==> config.mk <==
export PLATFORM = sky130hd
export DESIGN_NAME = serial_subtractor
export DESIGN_NICKNAME = d
export VERILOG_FILES = /design/src/rtl/sub_pkg.sv /design/src/rtl/full_subtractor_1.sv /design/src/rtl/serial_subtractor.sv
export SDC_FILE = /design/constraint.sdc
export NUM_CORES = 1
export LEC_CHECK = 0
export ABC_AREA = 1
export ABC_CLOCK_PERIOD_IN_PS = 3300
export CAP_MARGIN = 20
export CORE_ASPECT_RATIO = 0.6
export CORE_MARGIN = 2
export CORE_UTILIZATION = 56
export CTS_BUF_LIST = sky130_fd_sc_hd__clkbuf_8
export CTS_CLUSTER_SIZE = 25
export DETAILED_ROUTE_END_ITERATION = 10
export PLACE_DENSITY = 0.86
export SLEW_MARGIN = 30
export SYNTH_ARGS = -nofsm -noshare
export SYNTH_HDL_FRONTEND = slang
export SYNTH_SLANG_ARGS = --single-unit
export TNS_END_PERCENT = 50
==> constraint.sdc <==
create_clock -name clk -period 3.3 [get_ports clk]
set_clock_uncertainty 0.1 [all_clocks]
set_input_delay 0.66 -clock clk [delete_from_list [all_inputs] [get_ports clk]]
set_output_delay 0.66 -clock clk [all_outputs]
set_load 0.02 [all_outputs]
==> src/rtl/sub_pkg.sv <==
// Shared FSM state encoding and default operand width for the serial subtractor.
package sub_pkg;

    localparam int DEFAULT_WIDTH = 8;

    typedef enum logic [1:0] {
        IDLE = 2'd0,
        RUN  = 2'd1,
        DONE = 2'd2
    } state_t;

endpackage

==> src/rtl/full_subtractor_1.sv <==
// One-bit full subtractor: d = a - b - bin, with borrow-out.
module full_subtractor_1 (
    input  logic a,
    input  logic b,
    input  logic bin,
    output logic d,
    output logic bout
);

    assign d    = a ^ b ^ bin;
    assign bout = (~a & b) | (~(a ^ b) & bin);

endmodule

==> src/rtl/serial_subtractor.sv <==
// Bit-serial x - y, LSB first, one bit per cycle; results held until the next accepted start.
module serial_subtractor
    import sub_pkg::*;
#(
    parameter int WIDTH = DEFAULT_WIDTH
) (
    input  logic             clk,
    input  logic             rst,
    input  logic             start,
    input  logic [WIDTH-1:0] x,
    input  logic [WIDTH-1:0] y,
    output logic             busy,
    output logic             done,
    output logic [WIDTH-1:0] diff,
    output logic             borrow,
    output logic             ovf
);

    localparam int CW = $clog2(WIDTH) + 1;

    state_t           state, next_state;
    logic [WIDTH-1:0] a_sr, b_sr, diff_sr;
    logic [CW-1:0]    cnt;
    logic             bflop, ovf_r, xmsb, ymsb;
    logic             d, bout, last_bit;

    assign last_bit = (cnt == CW'(WIDTH - 1));

    full_subtractor_1 u_fs (
        .a    (a_sr[0]),
        .b    (b_sr[0]),
        .bin  (bflop),
        .d    (d),
        .bout (bout)
    );

    always_ff @(posedge clk or posedge rst) begin
        if (rst) state <= IDLE;
        else     state <= next_state;
    end

    always_comb begin
        next_state = state;
        case (state)
            IDLE:    if (start) next_state = RUN;
            RUN:     if (last_bit) next_state = DONE;
            DONE:    next_state = IDLE;
            default: next_state = IDLE;
        endcase
    end

    always_ff @(posedge clk or posedge rst) begin
        if (rst) begin
            a_sr    <= '0;
            b_sr    <= '0;
            diff_sr <= '0;
            cnt     <= '0;
            bflop   <= 1'b0;
            ovf_r   <= 1'b0;
            xmsb    <= 1'b0;
            ymsb    <= 1'b0;
        end else begin
            case (state)
                IDLE: if (start) begin
                    a_sr  <= x;
                    b_sr  <= y;
                    cnt   <= '0;
                    bflop <= 1'b0;
                    ovf_r <= 1'b0;
                    xmsb  <= x[WIDTH-1];
                    ymsb  <= y[WIDTH-1];
                end
                RUN: begin
                    a_sr    <= {1'b0, a_sr[WIDTH-1:1]};
                    b_sr    <= {1'b0, b_sr[WIDTH-1:1]};
                    diff_sr <= {d, diff_sr[WIDTH-1:1]};
                    bflop   <= bout;
                    cnt     <= cnt + CW'(1);
                    // On the last bit, d is the result MSB, so overflow is decided here.
                    if (last_bit) ovf_r <= (xmsb != ymsb) && (d != xmsb);
                end
                default: ;
            endcase
        end
    end

    assign busy   = (state != IDLE);
    assign done   = (state == DONE);
    assign diff   = diff_sr;
    assign borrow = bflop;
    assign ovf    = ovf_r;

endmodule
Word level (Yosys, flattened, before mapping)
Index checks and enable logic that the tools add are counted.
{"block": "word_totals", "register_bits": 34, "wordCells": 45}
{"block": "op_classes", "addsub": 1, "n_eq_ne": 7, "n_mux": 13, "bitwise_logic": 7, "reduce_logical": 8}
{"cell": "8-bit one-hot mux with 2 select lines", "n": 2}
{"cell": "8-bit 2-to-1 mux", "n": 2}
{"cell": "4-bit one-hot mux with 2 select lines", "n": 1}
{"cell": "2-bit AND reduction", "n": 3}
{"cell": "4-bit by 1-bit adder with 4-bit output, second input constant", "n": 1}
{"cell": "4-bit by 3-bit == test with 1-bit output, second input constant", "n": 1}
{"cell": "2-bit 2-to-1 mux", "n": 2}
{"cell": "4-bit 2-to-1 mux", "n": 1}
{"cell": "2-bit inequality test, second input constant", "n": 2}
{"cell": "1-bit one-hot mux with 2 select lines", "n": 2}
{"cell": "2-bit one-hot mux with 2 select lines", "n": 1}
{"cell": "2-bit nonzero test", "n": 2}
{"cell": "3-bit AND reduction", "n": 1}
{"cell": "1-bit bitwise AND", "n": 2}
{"cell": "2-bit by 1-bit == test with 1-bit output, second input constant", "n": 1}
{"cell": "2-bit == test, second input constant", "n": 1}
{"cell": "2-bit zero test", "n": 1}
{"cell": "1-bit 2-to-1 mux", "n": 2}
{"cell": "1-bit inequality test", "n": 2}
{"cell": "1-bit inverter", "n": 2}
{"cell": "1-bit XOR", "n": 2}
{"cell": "1-bit logical AND", "n": 1}
{"cell": "1-bit bitwise OR", "n": 1}

Longest topological paths before layout
{"block": "logic_depth", "ltp_word": 6, "ltp_mapped": 8, "ltp_nobuf": 7}

Modules after synthesis
A second synthesis with hierarchy kept.
{"block": "hier_totals", "cells_unflattened": 190, "hier_area_um2": 1525.2}
{"mod": "serial_subtractor", "n_inst": 1, "cells_each": 186, "area_each_um2": 1493.9}
{"mod": "full_subtractor_1", "n_inst": 1, "cells_each": 4, "area_each_um2": 31.3}

Worst setup path before layout
Ideal clock, no wire load.
{"block": "synth_timing", "path_type": "reg-to-output", "start": "register state[0]", "end": "output port done", "t_arrival_ns": 0.722, "required_ns": 2.540, "setup_slack_ns": 1.818, "path_stages_with_launch": 2, "n_path_buf": 0, "cell_sequence": "dfrtp_1 -> nor2_1"}
{"block": "synth_via", "elab_chain_cells": 1}
{"element": "start, declared", "line": "serial_subtractor.sv:21", "rtl": "state_t state, next_state;"}
{"element": "start signal, assigned", "line": "serial_subtractor.sv:39", "rtl": "else state <= next_state;"}
{"element": "2-bit == test", "line": "serial_subtractor.sv:88", "rtl": "assign done = (state == DONE);"}
{"element": "end, declared", "line": "serial_subtractor.sv:13", "rtl": "output logic done,"}
No other way between the ends.

Worst setup path after layout
{"block": "layout_timing", "start": "register state[0]", "end": "output port busy"}
{"block": "layout_via", "elab_chain_cells": 1}
{"element": "2-bit nonzero test", "line": "serial_subtractor.sv:87", "rtl": "assign busy = (state != IDLE);"}
{"element": "end, declared", "line": "serial_subtractor.sv:12", "rtl": "output logic busy,"}
No other way between the ends.

==> flow_summary.yaml <==
synthesis:
  yosysWarningCount: 0
  yosysSeqAreaShare: 0.561
  synth_fp_nets: 209
  ys_ff_latch: 34
  ys_types: 19
  avgSynthCellArea_um2: 8.07
  synth_area_um2: 1520
  synth_cells: 188
sta:
  slew_viol_final: 0
  min_period_ns: 2.24
  timing.setup.tns_ns: 0
  clock.fmax_mhz: 447
  rsz0062_at_grt: "no"
  slew_headroom: 0.582
  period_share: 0.679
  tightest_slew_ns: 0.627
  hold_slack_ns: 0.391
  hold_violations: 0
  setup_violations: 0
floorplanning:
  die_y_um: 44.3
  num_rows: 14
  fp.dieW_um: 71.2
  design.portCount: 31
  dieArea_um2: 3160
  coreArea_um2: 2540
  start_util: 0.598
clock_tree:
  h-tree-depth: 2
  clkSlewWorstSetupHoldPaths_ns: 0.06
  clockBufferDepth: 2
  cts_root_buffer: "clkbuf_8"
  cts_hold_buf: 0
  cts_made_buffers: 5
  clock_sinks: 34
  cts_tree: "done"
  post-cts-setup-buffers: 0
  worstSkewPairLatency_ns: 0.28
  postCtsResizedCells: 0
cells_and_area:
  syn_to_final_growth_pct: 26.2
  final_layout_size_suffix_gt1_frac: 0.0586
  nets: 243
  antenna_cells: 0
  final_area_um2: 1920
worst_hold_path:
  hold_start: "diff[0]$_DFFE_PP0P_"
  whs_path_depth: 2
  min_path_type: "flop to flop"
critical_path:
  reg2reg_from: "b_sr[0]$_DFFE_PP0P_"
  r2r_slack_ns: 1.74
  worst-endpoint-required_ns: 2.54
  rr_worst_depth: 6
  cp_max_fo: 4
  cp-start-kind: "flop"
  crit_arrival_ns: 1.48
  criticalPathCategory: "flop to output port"
  startpoint: "state[0]$_DFFE_PP0P_"
  critPathCaptureType: "output port"
power_and_ir_drop:
  pwr_density_cell_nw_per_um2: 917
  p_leak_nw: 1.00
  peakVddDrop_uv: 515
placement:
  placed_area_um2: 1840
  io_buffers: 30
  hpwl_um: 2350
  place_congestion: 0.811
route:
  ant_nets: 0
  drt_wl_total_um: 3220
  drc: 0
  dr.pass1.iters: 4
  drt_iter0_markers: 124
  dr_total_vias: 1309
  wire_per_inst_um: 12.7
  drt-vias-per-instance: 5.15
global_routing:
  grt_max_degree: 27
  first_global_vias: 1251
  globalRouteOverflowTotal: 0
  antenna_found_initial: 0
  grt_pass1_wl_um: 5620
  grt_usage: 0.239
status:
  status: "complete, no violations"
job:
  max-cap-violations: 0
## final timing paths
path,end
worst max-delay path,busy
worst min register to register,diff[0]$_DFFE_PP0P_
min in group asynchronous,cnt[3]$_DFFE_PP0P_
worst max register to register,ovf$_DFFE_PP0P_
max in group asynchronous,state[1]$_DFFE_PP0P_
worst min-delay path,diff[0]$_DFFE_PP0P_
## cells by family (layout without fill, tap and decap cells)
logic type | count (synthesis) | in the layout | share of synthesized area
buffers and inverters | 21 | 55 | 0.0651
flip-flops | 34 | 34 | 0.561
AO/OA/AOI/OAI | 12 | 12 | 0.0412
AND/OR/NAND/NOR | 119 | 119 | 0.312
adder cells (fa/ha/maj) | 2 | 2 | 0.0214
## cells in the final DEF (no fill, tap or decap), types with 5 or more instances in the layout
cell             netlist  layout
clkdlybuf4s50_1        0      30
dfrtp_1               34      34
o21ai_0                8       8
clkbuf_8               0       5
nand2_1              100     100
inv_1                 14      14
nor2_1                 5       5
nand3_1               11      11
## critical path: stages (launching register included)
cell and delay [ns]:
dfrtp_1 0.43, nor2_1 0.18, inv_1 0.06, clkdlybuf4s50_1 0.53
## flip-flops by register name, summed over array words and instances, names as in the netlist
signal,cells
a_sr,8
b_sr,8
borrow,1
cnt,4
diff,8
ovf,1
state,2
xmsb,1
ymsb,1
## report_power, final
part | leakage [nW] | switching, W | internal [W]
Clock | 0.0438 | 0.000145 | 0.000141
Combinational | 0.523 | 0.000458 | 0.000294
Sequential | 0.433 | 0.000125 | 0.000593
Total | 1.00 | 0.000728 | 0.00103
## layout make-up
| type | instances | area [µm²] |
|---|---|---|
| clock buffers | 5 | 68.8 |
| clock inverters | 2 | 10.0 |
| fillers | 178 | 624 |
| inverters | 16 | 62.6 |
| multi-input cells | 133 | 568 |
| flip-flops and latches | 34 | 851 |
| well taps | 32 | 40.0 |
| repair buffers | 32 | 315 |
## layer usage
layer / GRT usage / share of wire / vias to the layer above
li1: - / - / 641
met1: 0.306 / 0.45 / 617
met2: 0.398 / 0.48 / 44
met3: 0.0661 / 0.060 / 7
met4: 0.0906 / 0.013 / 0
met5: 0 / 0 / -
## stage by stage
stage               power [W]  worst slack (ns)   util  cells
global placement      0.00142              1.39  0.723    247
CTS                   0.00176              1.05  0.754    254
finish                0.00176              1.06  0.754    254
global route          0.00190              1.02  0.754    254
detailed placement    0.00148              1.33  0.723    247
floorplan             0.00122              1.79      -    188
## Yosys cell counts
master | n | area share
nand2_1 | 100 | 0.25
dfrtp_1 | 34 | 0.56
inv_1 | 14 | 0.035
nand3_1 | 11 | 0.036
o21ai_0 | 8 | 0.026
nor2_1 | 5 | 0.012
buf_2 | 2 | 0.0066
buf_4 | 2 | 0.0099
o21ai_1 | 2 | 0.0066
a21oi_1 | 1 | 0.0033
buf_6 | 1 | 0.0074
fa_1 | 1 | 0.013
ha_1 | 1 | 0.0082
inv_2 | 1 | 0.0025
inv_4 | 1 | 0.0041
nand2_2 | 1 | 0.0041
nand2_4 | 1 | 0.0074
nand4_1 | 1 | 0.0041
o21bai_1 | 1 | 0.0049
Power figures use the tool's default switching activity.
==> edit: new RTL, same settings <==
The 3 states of `state_t` get a one-hot encoding in 3 bits.
--- a/src/rtl/sub_pkg.sv
+++ b/src/rtl/sub_pkg.sv
@@ -5,6 +5,6 @@
 
-    typedef enum logic [1:0] {
-        IDLE = 2'd0,
-        RUN  = 2'd1,
-        DONE = 2'd2
+    typedef enum logic [2:0] {
+        IDLE = 3'b001,
+        RUN  = 3'b010,
+        DONE = 3'b100
     } state_t;
Formal check against the unedited RTL: same outputs for any inputs over 10 cycles, from zero or initial values and one cycle with rst high; not proved beyond that.
==> edit against the unedited design <==
- routed wire length down 4.1%
- highest routed layer unchanged
- area after synthesis grew 8.3%
- synthesized cell count increased by 8.0%
- worst setup slack worse by 0.021 ns
- final area grew 6.6%
- power rose by 1.1%
- sequential cell count is 1 higher
- hold slack lost 0.018 ns
==> edit: results (changes against the unedited design) <==
Lkg Pwr = 1.07 nW (+7.0%)
crit-path max FO = 5 (+1)
GRT Overall Usage = 22.7% (-1.2 points)
first-pass GRT wire length = 5510 um (-2.0%)
IR drop worst, VDD = 0.671 mV (+30%)
r2r startpoint = state[0]$_DFFE_PP1P_
vias per cell = 4.72 (-8.5%)
Nets = 257 (+5.8%)
switch share = 39.9% (-1.6 points)
r2r setup slk = 1.60 ns (-0.14 ns)
R2R depth = 5 (-1)
Core Util, Final = 72.1% (-3.4 points)
Max stage delay on crit path = 0.57 ns (+0.04 ns)
Tmin final = 2.26 ns (+0.0205 ns)
Post-Place Worst Slack = 1.03 ns (-0.301 ns)
HPWL Detailed = 2080 um (-12%)
complex-gate fraction of the synthesized area = 3.58% (-0.55 points)
Clk pwr share = 17.5% (+1.2 points)
final hold slack = 0.373 ns (-0.0182 ns)
Fillers = 228 (+28%)
DR WL/cell = 11.1 um (-13%)
initial drt markers = 57 (-54%)
slew margin rel. = 70.5% (+12 points)
status = completed
layout cell share with drive strength beyond 1 = 8.44% (+2.6 points)
Mean Syn Cell Area = 8.10 sq um (+0.32%)
HP Start = b_sr[2]$_DFFE_PP0P_
-- edit: final cells by class --
class,count,area share (%)
multi-input cells,148,31.6
inverters,12,2.21
repair buffers,34,16.2
clock inverters,2,0.429
well taps,42,2.57
flip-flops and latches,35,43.0
clock buffers,6,4.04
-- edit: per-layer routing --
| metal | wire, um | share of wire [%] | up-vias | global-route usage [%] |
|---|---|---|---|---|
| met2 | 1290 | 42 | 28 | 33.4 |
| li1 | - | - | 681 | - |
| met5 | 0 | 0 | - | 0 |
| met1 | 1580 | 51 | 601 | 32.3 |
| met4 | 41 | 1.3 | 0 | 8.73 |
| met3 | 170 | 5.5 | 6 | 6.64 |
-- edit: kinds of logic after synthesis --
logic type               count (synthesis)
buffers and inverters                   20
multiplexers                             1
AO/OA/AOI/OAI                           11
flip-flops                              35
AND/OR/NAND/NOR                        134
adder cells (fa/ha/maj)                  2
-- edit: worst max-delay path: cells and delay by family, from the launching register on --
family	cells	cell delay [ns]
buf+inv	1	0.54
flops	1	0.57
simple gates	1	0.10
